### src/rtl/pipe_stage_buf.sv
// ---------------------------------------------------------------------------
// pipe_stage_buf
//
// Inter-stage pipeline buffer. An upstream stage pushes payload bundles in
// with a level request / pulse acknowledge handshake. A downstream stage
// pulls them out with the same handshake. Storage is a small circular FIFO.
// An availability level lets edge-triggered consumers see one rising edge
// per refill. A synchronous flush squashes every entry on a branch or jump.
//
// Parameters
//   PAYLOAD_W  payload width in bits (e.g. {pc, inst} for IF/ID)
//   DEPTH      number of entries; must be a power of two and >= 2
//   PTR_W      pointer width, derived from DEPTH (not overridable)
//
// Ports
//   clk      in   clock, all state changes on the rising edge
//   rst      in   asynchronous, active-high reset
//   flush    in   synchronous squash of all entries
//   wr_req   in   write request, level, held until wr_ack
//   din      in   write payload, sampled in the accept cycle
//   wr_ack   out  one-cycle write-accept pulse
//   rd_req   in   read request, level, held until rd_ack
//   dout     out  read payload, valid from rd_ack until the next read
//   rd_ack   out  one-cycle read-accept pulse
//   avail    out  high while count != 0
//   full     out  high while count == DEPTH
//   count    out  occupancy, 0..DEPTH
// ---------------------------------------------------------------------------
module pipe_stage_buf #(
    parameter  int PAYLOAD_W = 64,
    parameter  int DEPTH     = 2,
    localparam int PTR_W     = $clog2(DEPTH)
) (
    input  logic                 clk,
    input  logic                 rst,
    input  logic                 flush,
    input  logic                 wr_req,
    input  logic [PAYLOAD_W-1:0] din,
    output logic                 wr_ack,
    input  logic                 rd_req,
    output logic [PAYLOAD_W-1:0] dout,
    output logic                 rd_ack,
    output logic                 avail,
    output logic                 full,
    output logic [PTR_W:0]       count
);

    localparam logic [PTR_W:0]   FULL_COUNT = (PTR_W + 1)'(DEPTH);
    localparam logic [PTR_W:0]   COUNT_ONE  = (PTR_W + 1)'(1);
    localparam logic [PTR_W-1:0] PTR_ONE    = PTR_W'(1);

    // Storage and state
    logic [PAYLOAD_W-1:0] r_mem [DEPTH];
    logic [PTR_W-1:0]     r_wr_ptr;
    logic [PTR_W-1:0]     r_rd_ptr;
    logic [PTR_W:0]       r_count;
    logic                 r_wr_ack;
    logic                 r_rd_ack;
    logic [PAYLOAD_W-1:0] r_dout;

    // Decodes of the registered count
    logic w_full;
    logic w_avail;
    logic w_wr_accept;
    logic w_rd_accept;

    // avail/full come only from the count register, so they cannot glitch.
    assign w_full  = (r_count == FULL_COUNT);
    assign w_avail = (r_count != '0);

    // A request is ignored while its own ack is high. A requester that
    // drops its request on seeing the ack can never be accepted twice.
    // The ack pulse also cannot stretch to two cycles.
    // A write is refused while full, even if a read leaves this cycle.
    // A read is refused while empty, so there is no write-to-read bypass.
    assign w_wr_accept = wr_req && !r_wr_ack && !w_full  && !flush;
    assign w_rd_accept = rd_req && !r_rd_ack && w_avail && !flush;

    // NOTE: the storage array has no reset. Its contents are never observed
    // before being written, because a read needs count > 0. Leaving it
    // unreset keeps it a plain RAM/register file rather than DEPTH resettable flops.
    always_ff @(posedge clk) begin
        if (w_wr_accept) begin
            r_mem[r_wr_ptr] <= din;
        end
    end

    // NOTE: every register below uses non-blocking assignment. The accept
    // terms above are then all evaluated from pre-edge state, so count,
    // pointers and acks update consistently within the same edge.
    always_ff @(posedge clk or posedge rst) begin
        if (rst) begin
            r_wr_ptr <= '0;
            r_rd_ptr <= '0;
            r_count  <= '0;
            r_wr_ack <= 1'b0;
            r_rd_ack <= 1'b0;
            r_dout   <= '0;
        end else begin
            // The accept terms are forced low during flush. Any ack already
            // high therefore falls on schedule, and no new one is raised.
            r_wr_ack <= w_wr_accept;
            r_rd_ack <= w_rd_accept;

            if (flush) begin
                // Squash all entries. dout deliberately holds its last value.
                r_wr_ptr <= '0;
                r_rd_ptr <= '0;
                r_count  <= '0;
            end else begin
                // DEPTH is a power of two, so pointer wrap is natural overflow.
                if (w_wr_accept) begin
                    r_wr_ptr <= r_wr_ptr + PTR_ONE;
                end

                if (w_rd_accept) begin
                    r_rd_ptr <= r_rd_ptr + PTR_ONE;
                    r_dout   <= r_mem[r_rd_ptr];
                end

                // A simultaneous read and write leave the occupancy unchanged.
                unique case ({w_wr_accept, w_rd_accept})
                    2'b10:   r_count <= r_count + COUNT_ONE;
                    2'b01:   r_count <= r_count - COUNT_ONE;
                    default: r_count <= r_count;
                endcase
            end
        end
    end

    assign wr_ack = r_wr_ack;
    assign rd_ack = r_rd_ack;
    assign dout   = r_dout;
    assign count  = r_count;
    assign avail  = w_avail;
    assign full   = w_full;

endmodule

### config.mk
export PLATFORM = sky130hd
export DESIGN_NAME = pipe_stage_buf
export DESIGN_NICKNAME = d
export VERILOG_FILES = /design/src/rtl/pipe_stage_buf.sv
export SDC_FILE = /design/constraint.sdc
export NUM_CORES = 1
export LEC_CHECK = 0
export BUFFER_PORTS_ARGS = -buffer_cell sky130_fd_sc_hd__buf_2
export CORE_ASPECT_RATIO = 1.25
export CORE_MARGIN = 2
export CORE_UTILIZATION = 49
export CTS_CLUSTER_SIZE = 28
export DETAILED_ROUTE_END_ITERATION = 8
export PLACE_DENSITY = 0.75
export SLEW_MARGIN = 20
export SYNTH_ARGS = -nofsm -noshare
export SYNTH_HDL_FRONTEND = slang
export SYNTH_SLANG_ARGS = --single-unit
### constraint.sdc
create_clock -name clk -period 7.6 [get_ports clk]
set_clock_uncertainty 0.2 [all_clocks]
set_input_delay 0.76 -clock clk [delete_from_list [all_inputs] [get_ports clk]]
set_output_delay 0.76 -clock clk [all_outputs]
set_load 0.005 [all_outputs]
# Yosys cells after proc, flatten, opt, wreduce, memory -nomap -nowiden
# Memories as Yosys holds them, arrays and structs flattened. A register that Yosys moved wholly into a read port is not among the register bits.
# Index checks and enable logic that the tools add are counted.
[totals]
register_bits = 6
ram_bits = 128
input_bits = 69
output_inout_bits = 70
word_cells = 37
mem_count = 1
[memory_table]
columns = ["name", "words", "word_bits", "rd", "rd_ports_with_merged_regs", "wr", "line_no", "source"]
rows = [
  ["r_mem", 2, 64, 1, 1, 1, "53", "logic [PAYLOAD_W-1:0] r_mem [DEPTH];"],
]
[op_classes]
addsub = 4
n_eq_ne = 3
n_mux = 8
bitwise_logic = 1
reduce_logical = 15
[op_table]
columns = ["operator", "count"]
rows = [
  ["1-bit logical AND", 6],
  ["1-bit two-way mux", 6],
  ["2-bit nonzero test", 3],
  ["2-bit equality test, second input constant", 2],
  ["1-bit logical NOT", 4],
  ["2-bit case mux with 2 select lines", 1],
  ["3-bit nonzero test", 1],
  ["1-bit adder, second input constant", 2],
  ["2-bit by 1-bit adder with 2-bit output, second input constant", 1],
  ["2-bit by 1-bit equality test with 1-bit output, second input constant", 1],
  ["2-bit two-way mux", 1],
  ["2-bit AND reduction", 1],
  ["2-bit by 1-bit subtractor with 2-bit output, second input constant", 1],
  ["1-bit inverter", 1],
]

# Depth between registers and ports, before layout
[depth]
word_depth = 7
ltp_mapped = 5

# Worst setup path after synthesis
# Ideal clock, no wire load.
[synth_path]
kind = "input to register"
start = "input flush"
end = "memory r_mem[0][0], enable pin"
arrival_ns = 7.124
required_ns = 6.756
slack_ns = -0.368
path_stages = 2
n_path_buf = 1
path_cell_list = "clkbuf_2 > nor4_1"
[synth_between]
elab_chain_cells = 4
[synth_rtl]
columns = ["item", "line_no", "source"]
rows = [
  ["from (decl)", "36", "input logic flush,"],
  ["1-bit logical NOT", "76", "assign w_wr_accept = wr_req && !r_wr_ack && !w_full && !flush;"],
  ["1-bit logical AND", "76", ""],
  ["1-bit two-way mux", "83", "if (w_wr_accept) begin"],
  ["1-bit two-way mux (implied by the code)", "84", "r_mem[r_wr_ptr] <= din;"],
  ["to (decl)", "53", ""],
]
# No other way between the ends.

# Worst setup path after layout
[layout_path]
start = "register r_count[1], in the netlist count[1]"
end = "output full"
[layout_between]
elab_chain_cells = 1
[layout_rtl]
columns = ["item", "line_no", "source"]
rows = [
  ["from (decl)", "56", "logic [PTR_W:0] r_count;"],
  ["from (signal assigned)", "123", "2'b10: r_count <= r_count + COUNT_ONE;"],
  ["from (signal assigned)", "124", "2'b01: r_count <= r_count - COUNT_ONE;"],
  ["from (signal assigned)", "125", "default: r_count <= r_count;"],
  ["2-bit equality test", "68", "assign w_full = (r_count == FULL_COUNT);"],
  ["to (decl)", "44", "output logic full,"],
]
# No other way between the ends.

==> metrics.md <==
| Metric | Value |
|---|---|
| Status | finished clean |
| Initial core utilization | 0.4945 |
| Max_slew headroom | 0.3893 |
| Fin cells | around 710 |
| Die X-Extent | 113.4 um |
| Clock Path Buffers | 2 |
| Critical path fanouts, max | 6 |
| Most frequent cells in the layout | buf_2, edfxtp_1, mux2_2 |
| Crit Reg-Reg Endpoint | r_mem[1][7] |
| CP Launch Type | register |
| Final HPWL DP | between 8000 and 9000 um |
| DR WL/cell | about 18 um |
| Vias in the first global route | just under 4000 |
| Worst-path clk slew | around 0.070 ns |
| Hold Violations, Final | 0 |
| Area Growth Syn to Fin | 20.61% |
| Placed Cells | ~680 |
| Worst slew pin tran | slightly above 0.9 ns |
| Worst path required time | approximately 6.6 ns |
| Static Leakage | around 3.5 nW |
| Placer Congestion | about 0.72 |
| H-tree levels | 4 |
| R2r setup slk | roughly 5.2 ns |
| Final min period | approximately 2.5 ns |
| Drt total wl | around 13000 um |
| Logic pwr share | 0.143 |
| Synth warn | 0 |
| Mapped Area | approximately 0.0073 sq mm |
| Switching pwr | ~0.62 mW |
| Largest net degree at the start of global routing | just over 70 |
| Max IR drop VDD | 0.1548 mV |
| Fmax | around 400 MHz |
| Setup crit end kind | primary output |
| Drt initial violations | approximately 150 |
| Worst reg-to-reg path cell count | 3 |
| Total GRT Usage | 0.1719 |
| Reg2reg start | wr_ack |
| Hold Buf Count CTS | 0 |
| Synthesized flop and latch total | roughly 200 |
| Setup-failing EPs final | 0 |
| Post_cts resized | 0 |
| PwrDens | roughly 310 mW/mm^2 |
| Num CTS Buffers | 17 |
| Clk sinks | between 150 and 200 |
| Vias per inst | roughly 5.2 |
| Via Count | 3710 |
| RSZ-0062 raised after global routing | no |
| Syn nets | about 440 |
| # rows | 50 |
| Final Core Density | 0.5965 |
| Die ar. | ~0.016 sq mm |
| Worst setup endpoint | full |
| CTS tree | yes |
| Mean area per synthesized cell | ~20 sq um |
| Total gr overflow | 0 |
| Int Pwr | around 2.1 mW |
| Setup bufs post-CTS | 0 |
| Reg power frac | 0.506 |
| 1st-pass router iterations | 4 |
| Hold_sp | dout[62] |
| Seq/Total Area, Yosys | 0.7631 |
| Worst hold path class | reg -> reg |
| PortBufs | about 140 |
| Remaining DRCs | 0 |
| Ratio of final minimum period to clock period | 0.3296 |
| Max cap viols | 0 |
| ANT nets after route | 0 |
| Most common cell after layout, fill and taps aside | buf_2 |
| Slew Limit Fails | 0 |
| Data arrival, critical path | roughly 1.6 ns |
| Die height | 140.8 um |
| Ports | roughly 140 |
| First-pass GRT wire length | slightly above 20000 um |
| Share of cells above drive strength 1 | 0.5085 |
| Latest clock arrival within the worst-skew pair | 0.42 ns |
| Root buffer cell | clkbuf_16 |
| Fin nets | 583 |
| Unique masters post-synth | 24 |
| Clock Power Share | 0.351 |
| Post-Synthesis Cells | roughly 370 |
| CP Class | reg -> out |
| TNS Setup | 0 ns |
| Sw Share | 0.2256 |
| CORE AREA | between 0.01 and 0.015 sq mm |
| Initial antenna violation count | 2 |
| CP Launch Point | count[1] |
==> logic make-up after synthesis <==
group | Yosys count | synth area share
DFF | 198 | 0.7631
muxes | 129 | 0.1981
AOI/OAI and AO/OA | 8 | 0.006313
buffers and inverters | 17 | 0.01928
and+or+nand+nor | 14 | 0.01314
==> critical path: stages, from the launching register on <==
cell,delay (ns)
dfrtp_1,0.47
nor2b_1,0.44
buf_2,0.21
==> flip-flops by register name (all words and copies together), names as in the netlist <==
| name | flops |
|---|---|
| rd_ack | 1 |
| wr_ack | 1 |
| count | 2 |
| r_wr_ptr | 1 |
| r_rd_ptr | 1 |
| dout | 64 |
| r_mem | 128 |
==> power by group through the flow <==
stage,Combinational (mW),Sequential (mW),Clock [mW]
after floorplan,0.182,1.42,0
after global placement,0.390,1.41,0
after detailed placement,0.404,1.42,0
after CTS,0.405,1.40,0.989
after global routing,0.433,1.42,1.04
final,0.395,1.40,0.970
==> synth_stat cells, drive strengths merged <==
cell,instances,area [sq um]
nor2b,2,12.51
buf,12,121.4
a21oi,3,15.01
dfrtp,70,1752
nor4,1,6.260
o21ai,3,15.01
and2,1,6.260
mux2,129,1453
nor3,2,15.01
clkbuf,3,12.51
o311ai,1,8.760
edfxtp,128,3844
inv,2,7.510
o211ai,1,7.510
nor2,1,6.260
or3,3,18.77
nand4b,1,8.760
nand2b,2,12.51
nor4bb,1,10.01
==> worst min-delay path by stage <==
| stage | end | cells past startpoint |
|---|---|---|
| CTS | dout[13] | 1 |
| floorplan | dout[0] | 1 |
| global route | r_mem[1][38] | 1 |
| detailed placement | dout[13] | 1 |
| global placement | dout[24] | 1 |
| finish | dout[62] | 1 |
==> per-stage QoR <==
| stage | power [mW] | hold WS, ns | area, sq um | setup WS [ns] |
|---|---|---|---|---|
| 2_1_floorplan | 1.606 | 0.2828 | 7338 | 2.371 |
| 5_1_grt | 2.889 | 0.2975 | 8841 | 4.957 |
| 4_1_cts | 2.794 | 0.2849 | 8835 | 5.082 |
| 3_5_place_dp | 1.825 | 0.2702 | 8188 | 4.809 |
| 3_3_place_gp | 1.800 | 0.2623 | 8188 | 4.870 |
| 6_report | 2.762 | 0.2792 | 8843 | 5.095 |
==> cell type report <==
cell class | instances | area (sq um)
Antenna cell | 2 | 5.005
Clock buffer | 21 | 450.4
Clock inverter | 11 | 196.4
Fill cell | 1105 | 5983
Inverter | 2 | 8.758
Multi-Input combinational cell | 151 | 1619
Sequential cell | 198 | 5597
Tap cell | 182 | 227.7
Timing Repair Buffer | 144 | 739.5
==> layer usage <==
layer	GRT usage	wire [um]	part of all wire	vias up
met5	0	0	0	-
met4	0.06611	238	0.018	0
met3	0.05503	622	0.048	15
met2	0.3007	7000	0.54	102
met1	0.1964	5098	0.39	1908
li1	-	-	-	1685
Note: power is estimated with default switching activity, not from simulation.
